$ cat src/rtl/seq_pkg.sv
// Shared types and decode helpers for the datapath issue sequencer.
package seq_pkg;

  // Issue sequencer states: each instruction walks OP_A -> OP_B -> EXEC.
  typedef enum logic [1:0] {
    IDLE = 2'd0,
    OP_A = 2'd1,
    OP_B = 2'd2,
    EXEC = 2'd3
  } state_t;

  localparam int INSTR_W    = 32;
  localparam int REG_W      = 5;
  localparam int I_FLAG_BIT = 31;
  localparam int FCN_LSB    = 26;
  localparam int RD_LSB     = 21;
  localparam int RS1_LSB    = 16;
  // rs2 sits in the top of the low half-word, so it shares bit positions with the immediate.
  localparam int RS2_LSB    = 11;
  localparam int IMM_W      = 16;

  // Field layout mirrors the instruction word, MSB first.
  typedef struct packed {
    logic             i_flag;
    logic [REG_W-1:0] fcn;
    logic [REG_W-1:0] rd;
    logic [REG_W-1:0] rs1;
    logic [IMM_W-1:0] low;
  } instr_t;

  function automatic logic [INSTR_W-1:0] sext16(input logic [IMM_W-1:0] value);
    return {{(INSTR_W - IMM_W){value[IMM_W-1]}}, value};
  endfunction

endpackage

$ cat src/rtl/seq_fifo.sv
// Synchronous instruction FIFO; pointers carry one extra wrap bit to tell full from empty.
module seq_fifo #(
  parameter int DEPTH = 4,
  parameter int WIDTH = 32
) (
  input  logic             clk,
  input  logic             reset,
  input  logic             push,
  input  logic [WIDTH-1:0] push_data,
  input  logic             pop,
  output logic [WIDTH-1:0] pop_data,
  output logic             full,
  output logic             empty
);

  localparam int AW = $clog2(DEPTH);
  localparam logic [AW:0] PTR_ONE = {{AW{1'b0}}, 1'b1};

  logic [WIDTH-1:0] mem [DEPTH];
  logic [AW:0]      wr_ptr;
  logic [AW:0]      rd_ptr;
  logic             do_push;
  logic             do_pop;

  assign do_push  = push && !full;
  assign do_pop   = pop && !empty;
  assign empty    = (wr_ptr == rd_ptr);
  assign full     = (wr_ptr[AW] != rd_ptr[AW]) && (wr_ptr[AW-1:0] == rd_ptr[AW-1:0]);
  assign pop_data = mem[rd_ptr[AW-1:0]];

  // Advance read/write pointers; reset empties the queue and drops any same-cycle push.
  always_ff @(posedge clk) begin
    if (reset) begin
      wr_ptr <= '0;
      rd_ptr <= '0;
    end else begin
      if (do_push) wr_ptr <= wr_ptr + PTR_ONE;
      if (do_pop)  rd_ptr <= rd_ptr + PTR_ONE;
    end
  end

  // Storage array; contents need no reset because the pointers gate visibility.
  always_ff @(posedge clk) begin
    if (do_push && !reset) mem[wr_ptr[AW-1:0]] <= push_data;
  end

endmodule

$ cat src/rtl/datapath_sequencer.sv
// Issue controller: queues instruction words and replays each as an operand-A / operand-B / execute
// pattern on the shared-bus datapath control lines.
module datapath_sequencer
  import seq_pkg::*;
#(
  parameter int DEPTH = 4,
  parameter int CNT_W = 16
) (
  input  logic               clk,
  input  logic               reset,
  input  logic               instr_valid,
  input  logic [31:0]        instr,
  output logic               instr_ready,
  output logic [4:0]         alu_function_sel,
  output logic               alu_store_1,
  output logic               alu_store_2,
  output logic               alu_broadcast,
  output logic [4:0]         register_index,
  output logic               register_read_enable,
  output logic               register_write_enable,
  output logic [31:0]        imm,
  output logic               imm_EN,
  output logic               busy,
  output logic [CNT_W-1:0]   retire_count
);

  localparam logic [CNT_W-1:0] CNT_ONE = {{(CNT_W-1){1'b0}}, 1'b1};

  state_t       state;
  instr_t       cur;
  logic [31:0]  head;
  logic         fifo_full;
  logic         fifo_empty;
  logic         push;
  logic         pop;

  assign instr_ready = !fifo_full;
  assign push        = instr_valid && instr_ready;
  // A new instruction is only taken when the datapath is free or finishing the previous one.
  assign pop         = !fifo_empty && ((state == IDLE) || (state == EXEC));
  assign busy        = (state != IDLE) || !fifo_empty;

  seq_fifo #(
    .DEPTH (DEPTH),
    .WIDTH (INSTR_W)
  ) u_fifo (
    .clk       (clk),
    .reset     (reset),
    .push      (push),
    .push_data (instr),
    .pop       (pop),
    .pop_data  (head),
    .full      (fifo_full),
    .empty     (fifo_empty)
  );

  // Sequencing FSM, current-instruction latch and retire counter.
  always_ff @(posedge clk) begin
    if (reset) begin
      state        <= IDLE;
      cur          <= '0;
      retire_count <= '0;
    end else begin
      case (state)
        IDLE: begin
          if (!fifo_empty) begin
            state <= OP_A;
            cur   <= instr_t'(head);
          end
        end
        OP_A: state <= OP_B;
        OP_B: state <= EXEC;
        EXEC: begin
          retire_count <= retire_count + CNT_ONE;
          if (!fifo_empty) begin
            state <= OP_A;
            cur   <= instr_t'(head);
          end else begin
            state <= IDLE;
          end
        end
        default: state <= IDLE;
      endcase
    end
  end

  // Moore decode of the control lines; only one bus driver is ever enabled per state.
  always_comb begin
    alu_function_sel      = '0;
    alu_store_1           = 1'b0;
    alu_store_2           = 1'b0;
    alu_broadcast         = 1'b0;
    register_index        = '0;
    register_read_enable  = 1'b0;
    register_write_enable = 1'b0;
    imm                   = '0;
    imm_EN                = 1'b0;
    case (state)
      OP_A: begin
        register_index       = cur.rs1;
        register_read_enable = 1'b1;
        alu_store_1          = 1'b1;
      end
      OP_B: begin
        alu_store_2 = 1'b1;
        if (cur[I_FLAG_BIT]) begin
          imm    = sext16(cur.low);
          imm_EN = 1'b1;
        end else begin
          register_index       = cur.low[RS2_LSB +: REG_W];
          register_read_enable = 1'b1;
        end
      end
      EXEC: begin
        alu_function_sel      = cur.fcn;
        alu_broadcast         = 1'b1;
        register_index        = cur.rd;
        register_write_enable = 1'b1;
      end
      default: ;
    endcase
  end

endmodule

$ cat config.mk
export PLATFORM = sky130hd
export DESIGN_NAME = datapath_sequencer
export DESIGN_NICKNAME = d
export VERILOG_FILES = /design/src/rtl/seq_pkg.sv /design/src/rtl/seq_fifo.sv /design/src/rtl/datapath_sequencer.sv
export SDC_FILE = /design/constraint.sdc
export NUM_CORES = 1
export LEC_CHECK = 0
export ABC_AREA = 1
export CELL_PAD_IN_SITES_DETAIL_PLACEMENT = 1
export CELL_PAD_IN_SITES_GLOBAL_PLACEMENT = 1
export CORE_ASPECT_RATIO = 1.1
export CORE_MARGIN = 1.5
export CORE_UTILIZATION = 38
export DETAILED_ROUTE_END_ITERATION = 10
export GPL_TIMING_DRIVEN = 0
export PLACE_DENSITY = 0.73
export SYNTH_ARGS = -nofsm -noshare
export SYNTH_HDL_FRONTEND = slang
export SYNTH_SLANG_ARGS = --single-unit
$ cat constraint.sdc
create_clock -name clk -period 2.9 [get_ports clk]
set_clock_uncertainty 0.05 [all_clocks]
set_input_delay 0.29 -clock clk [delete_from_list [all_inputs] [get_ports clk]]
set_output_delay 0.29 -clock clk [all_outputs]
set_load 0.1 [all_outputs]
Yosys cells after proc, flatten, opt, wreduce, memory -nomap -nowiden
Memories as Yosys holds them, arrays and structs flattened. A register that Yosys moved wholly into a read port is not among the register bits.
Index checks and enable logic that the tools add are counted.
Widths: inputs -> output; s select.
{ "word_totals": {"reg_bits": 24, "out_inout_bits": 66, "mem_bits_rw": 128, "inputBits": 35, "mem_count": 1, "wordCells": 48} }
{ "mem_list": {"columns": ["memory", "words", "width", "rd", "rd_ports_with_merged_regs", "wr", "line", "rtl"], "rows": [
  ["u_fifo.mem", 4, 32, 1, 1, 1, "seq_fifo.sv:19", "logic [WIDTH-1:0] mem [DEPTH];"]
]} }
{ "op_classes": {"add_sub_neg": 3, "n_reduce_logical": 15, "muxes": 17, "eq_ne": 7, "bitwise_logic": 1} }
{ "op_table": {"columns": ["op", "count"], "rows": [
  ["$mux 32", 2],
  ["$add 16x1->16 const B", 1],
  ["$pmux 5 s3", 1],
  ["$mux 5", 2],
  ["$mux 1", 9],
  ["$pmux 2 s4", 1],
  ["$add 3x1->3 const B", 2],
  ["$logic_and 1x1->1", 6],
  ["$eq 2x2->1 const B", 2],
  ["$eq 3x3->1", 1],
  ["$logic_not 1->1", 3],
  ["$eq 2x1->1 const B", 1],
  ["$eq 2x2->1", 1],
  ["$logic_not 2->1", 1],
  ["$logic_or 1x1->1", 2],
  ["$mux 2", 1],
  ["$ne 2x2->1 const B", 1],
  ["$pmux 1 s2", 1],
  ["$reduce_and 2->1", 1],
  ["$reduce_bool 2->1", 1],
  ["$reduce_or 2->1", 1],
  ["$ne 1x1->1", 1],
  ["$not 1->1", 1]
]} }

Longest topological paths before layout
{ "logic_depth": {"depth_word": 8, "mapped_depth": 10, "mapped_depth_nobuf": 8} }

Cells and area by module
A second synthesis with hierarchy kept.
{ "unflattened": {"cells_unflattened": 727, "hier_area_um2": 7696.1} }
{ "modules_own_cells": {"columns": ["module", "area_per_inst_um2", "cells_per_inst", "n_inst"], "rows": [
  ["seq_fifo", 5267.6, 384, 1],
  ["datapath_sequencer", 2428.6, 343, 1]
]} }

Least setup slack after synthesis
No wires, ideal clock.
{ "synth_timing": {"path_type": "reg2out", "start": "register state[0]", "end": "output port imm[16]", "n_path_buf": 1, "slack_ns": -1.327, "t_arrival_ns": 3.887, "path_stages_with_launch": 6, "t_required_ns": 2.560, "path_cell_list": "dfxtp_1 inv_1 ha_1 nand2_1 nor2_1 buf_4"} }
{ "synth_between": {"elab_chain_cells": 2} }
{ "synth_rtl": {"columns": ["item", "line", "rtl"], "rows": [
  ["start, declared", "datapath_sequencer.sv:29", "state_t state;"],
  ["start signal, assigned", "datapath_sequencer.sv:60", "state <= IDLE;"],
  ["start signal, assigned", "datapath_sequencer.sv:67", "state <= OP_A;"],
  ["start signal, assigned", "datapath_sequencer.sv:71", "OP_A: state <= OP_B;"],
  ["$eq 2x2->1", "datapath_sequencer.sv:98", "case (state)"],
  ["$mux 32", "datapath_sequencer.sv:98", null],
  ["end, declared", "datapath_sequencer.sv:21", "output logic [31:0] imm,"]
]} }
No other way between the ends.

Final worst setup path
{ "layout_timing": {"start": "register state[1]", "end": "output port register_index[3]"} }
{ "layout_between": {"elab_chain_cells": 2} }
{ "layout_rtl": {"columns": ["item", "line", "rtl"], "rows": [
  ["$eq 2x2->1 / $eq 2x1->1 (equally long branches)", "datapath_sequencer.sv:98", null],
  ["$pmux 5 s3 (*)", "datapath_sequencer.sv:98", null],
  ["end, declared", "datapath_sequencer.sv:18", "output logic [4:0] register_index,"]
]} }
Every way passes the cells marked *; elsewhere a longest branch is shown, timed or not.

==> run metrics <==
status completed; num ports 101; Net Sw Power 3.43 mW; clk_lat worst skew 440 ps; die area 21,100 um2; Overflow after GRT 0; commonest non-fill, non-tap cells in the layout nor2_1, nand2_1, edfxtp_1; Hold Crit Class primary input to flop; die width 139 um; pins over their slew limit 0; Yosys Warn Count 0; post-synthesis simple-gate area fraction 17.6%; row count 54; vias 5,916; PnR Total Power 8.74 mW; first-pass detailed-route iteration total 5; Clk pwr share 26.8%; commonest non-fill, non-tap cell in the layout nor2_1; antenna violations before repair 0; switch share 39.3%; clk root buf clkbuf_16; Core Footprint 19,900 um2; clk sink count 184; complex-gate fraction of the synthesized area 8.52%; Reg power frac 36.8%; final wirelength 21,400 um; Worst path most repeated cell buf_2; Seq/Total Area, Yosys 64.5%; post-synthesis mux area share 0%; Final Critical Period 2830 ps; Top Usage Layer GRT met2; fill count 2,250; crit-path cells ha_1 -> buf_2 -> clkbuf_2 -> nand2_1 -> a31oi_4 -> buf_2; combinational family with the most area after synthesis simple AND/OR/NAND/NOR gates; post-DP HPWL 14,300 um; Slowest-stage cell, CP buf_2; Max-cap violations 0; xor-xnor portion of the synthesized cell area 0.455%; met3 GRT Util 3.27%; Initial Util 38.7%; Iter 0 DRT Violations 267; Layout area overhead 27.2%; antenna diode count 0; max incr delay on CP 450 ps; hold_buf cts 0; GRT met2 Usage 36.3%; Max clock buf depth 2; setup slack after layout 65.9 ps; H-Tree Level Count 4; nets 962; GPL Wtd Cong 0.790; drt wl/cell 18.1 um; synthesized-area fraction occupied by adder cells 1.63%; Port Buffers 99; power density over the cells 893 nW/um2; Reg clk slew, reported paths 70 ps; Place WS -452 ps; VDD IR max 0.000502 V; largest net degree at the start of global routing 19; Vert. Die Dim 152 um; crit share post-route 97.7%; crit-path max FO 10; crit start category flop; Buf+Inv Stages, Crit Path 3; GRT Overall Usage 20.2%; Worst EP required 2560 ps; final hold vios 0; DRT antenna net count 0; Syn Area/Cell 9.77 um2; Gate power share 36.4%; vias in the first global route 6,226; critical path arrival 2490 ps; Syn Inst Count 788; distinct cell type count after synthesis 27; first-pass GRT wire length 32,900 um; share of cells above drive strength 1 15.2%; Synthesized Nets 833; Num CTS Buffers 17; Synth Register Bits 184; Synth Cell Area 7700 um2; Pint 5.31 mW; leakage 3.83 nW; met1 GRT Util 25.1%; CTS tree yes; delay-heaviest family, CP buffers and inverters; routed vias/inst 5.01; worst-margin pin slew 1000 ps; Fmax 353 MHz; Worst slew margin 33.4%; crit end category output pin; final setup vio count 0; Setup CP Type flop to output pin; Post-route DRC 0
==> cells by family after synthesis <==
logic type	count (synthesis)
AND/OR/NAND/NOR	345
flip-flops	184
buffers and inverters	124
AO/OA/AOI/OAI	121
adder cells (fa/ha/maj)	10
XOR/XNOR	4
==> what timing repair did <==
action	4_1_cts	5_1_grt
endpoints found under the setup margin	46	80
pin swaps	0	4
setup buffers	0	8
gates resized for setup	176	18
cloned	0	0
==> metal layers <==
| layer | vias up | wire, um | part of all wire (%) |
|---|---|---|---|
| li1 | 2842 | - | - |
| met1 | 2919 | 9330 | 44 |
| met2 | 136 | 11000 | 52 |
| met3 | 19 | 741 | 3.5 |
| met4 | 0 | 261 | 1.2 |
| met5 | - | 0 | 0 |
==> state kept, by name (all words and copies together) (netlist names) <==
register and count:
retire_count 16, state 2, u_fifo.mem 128, u_fifo.rd_ptr 3, cur 32, u_fifo.wr_ptr 3
==> synth_stat cells <==
cell type,n,area share [%]
buf_4,20,2.0
edfxtp_1,128,50
xnor2_1,1,0.11
o21bai_1,1,0.098
nand2_1,137,6.7
nor2_1,186,9.1
inv_1,68,3.3
inv_2,2,0.098
nand4_1,1,0.081
and2_1,1,0.081
xor2_1,3,0.34
nor3_1,1,0.065
nor3b_1,1,0.098
nand3_4,1,0.23
buf_2,7,0.46
a21oi_1,12,0.78
or2_2,1,0.081
o21ai_0,70,4.6
nand2_2,2,0.16
buf_6,2,0.29
nand3b_1,3,0.29
dfxtp_1,56,15
a31oi_1,6,0.49
nand3_1,11,0.72
clkbuf_1,25,1.2
ha_1,10,1.6
o22ai_1,32,2.6
==> worst register-to-register path, cell delays in order, from the launching register on <==
cell     delay (ps)
dfxtp_1         540
inv_2           150
nand2_1         110
nand2_2          80
nand3_1         220
nand2_1         130
inv_1           150
nand2_1         250
nor2_4          320
buf_16          200
==> per-stage QoR <==
step                      hold slack, ps  setup TNS, ps  instance area [um2]  utilization, %  std cells
after global routing                 237          -55.5                 9790            49.3       1182
after detailed placement             438          -6500                 9240            46.5       1143
after global placement               426         -74000                 9100            45.8       1139
after CTS                            219              0                 9700            48.8       1174
after floorplan                      339         -38060                 7800               -        788
final                                213              0                 9790            49.3       1182
==> final timing paths <==
kind / start / end / slack [ps] / depth (start not counted)
max: state[1] / register_index[3] / 70 / 6
min: reset / retire_count[13] / 210 / 2
max reg2reg: u_fifo.rd_ptr[1] / u_fifo.mem[3][21] / 390 / 9
min reg2reg: retire_count[10] / retire_count[10] / 450 / 2
==> power by group through the flow <==
stage	clock network, mW	logic (mW)	registers, mW
finish	2.34	3.18	3.21
global route	2.46	3.52	3.24
CTS	2.37	3.18	3.22
detailed placement	0	3.18	3.27
global placement	0	3.08	3.26
floorplan	0	2.23	3.26
==> cell type report <==
type	instances	area, um2	area share, %
sequential	184	4960	50.7
multi-input combinational	480	2290	23.4
timing repair buffer	111	1060	10.9
clock buffer	21	470	4.81
tap	252	315	3.22
buffer	53	300	3.07
inverter	70	263	2.68
clock inverter	11	121	1.24
Power figures use the tool's default switching activity.
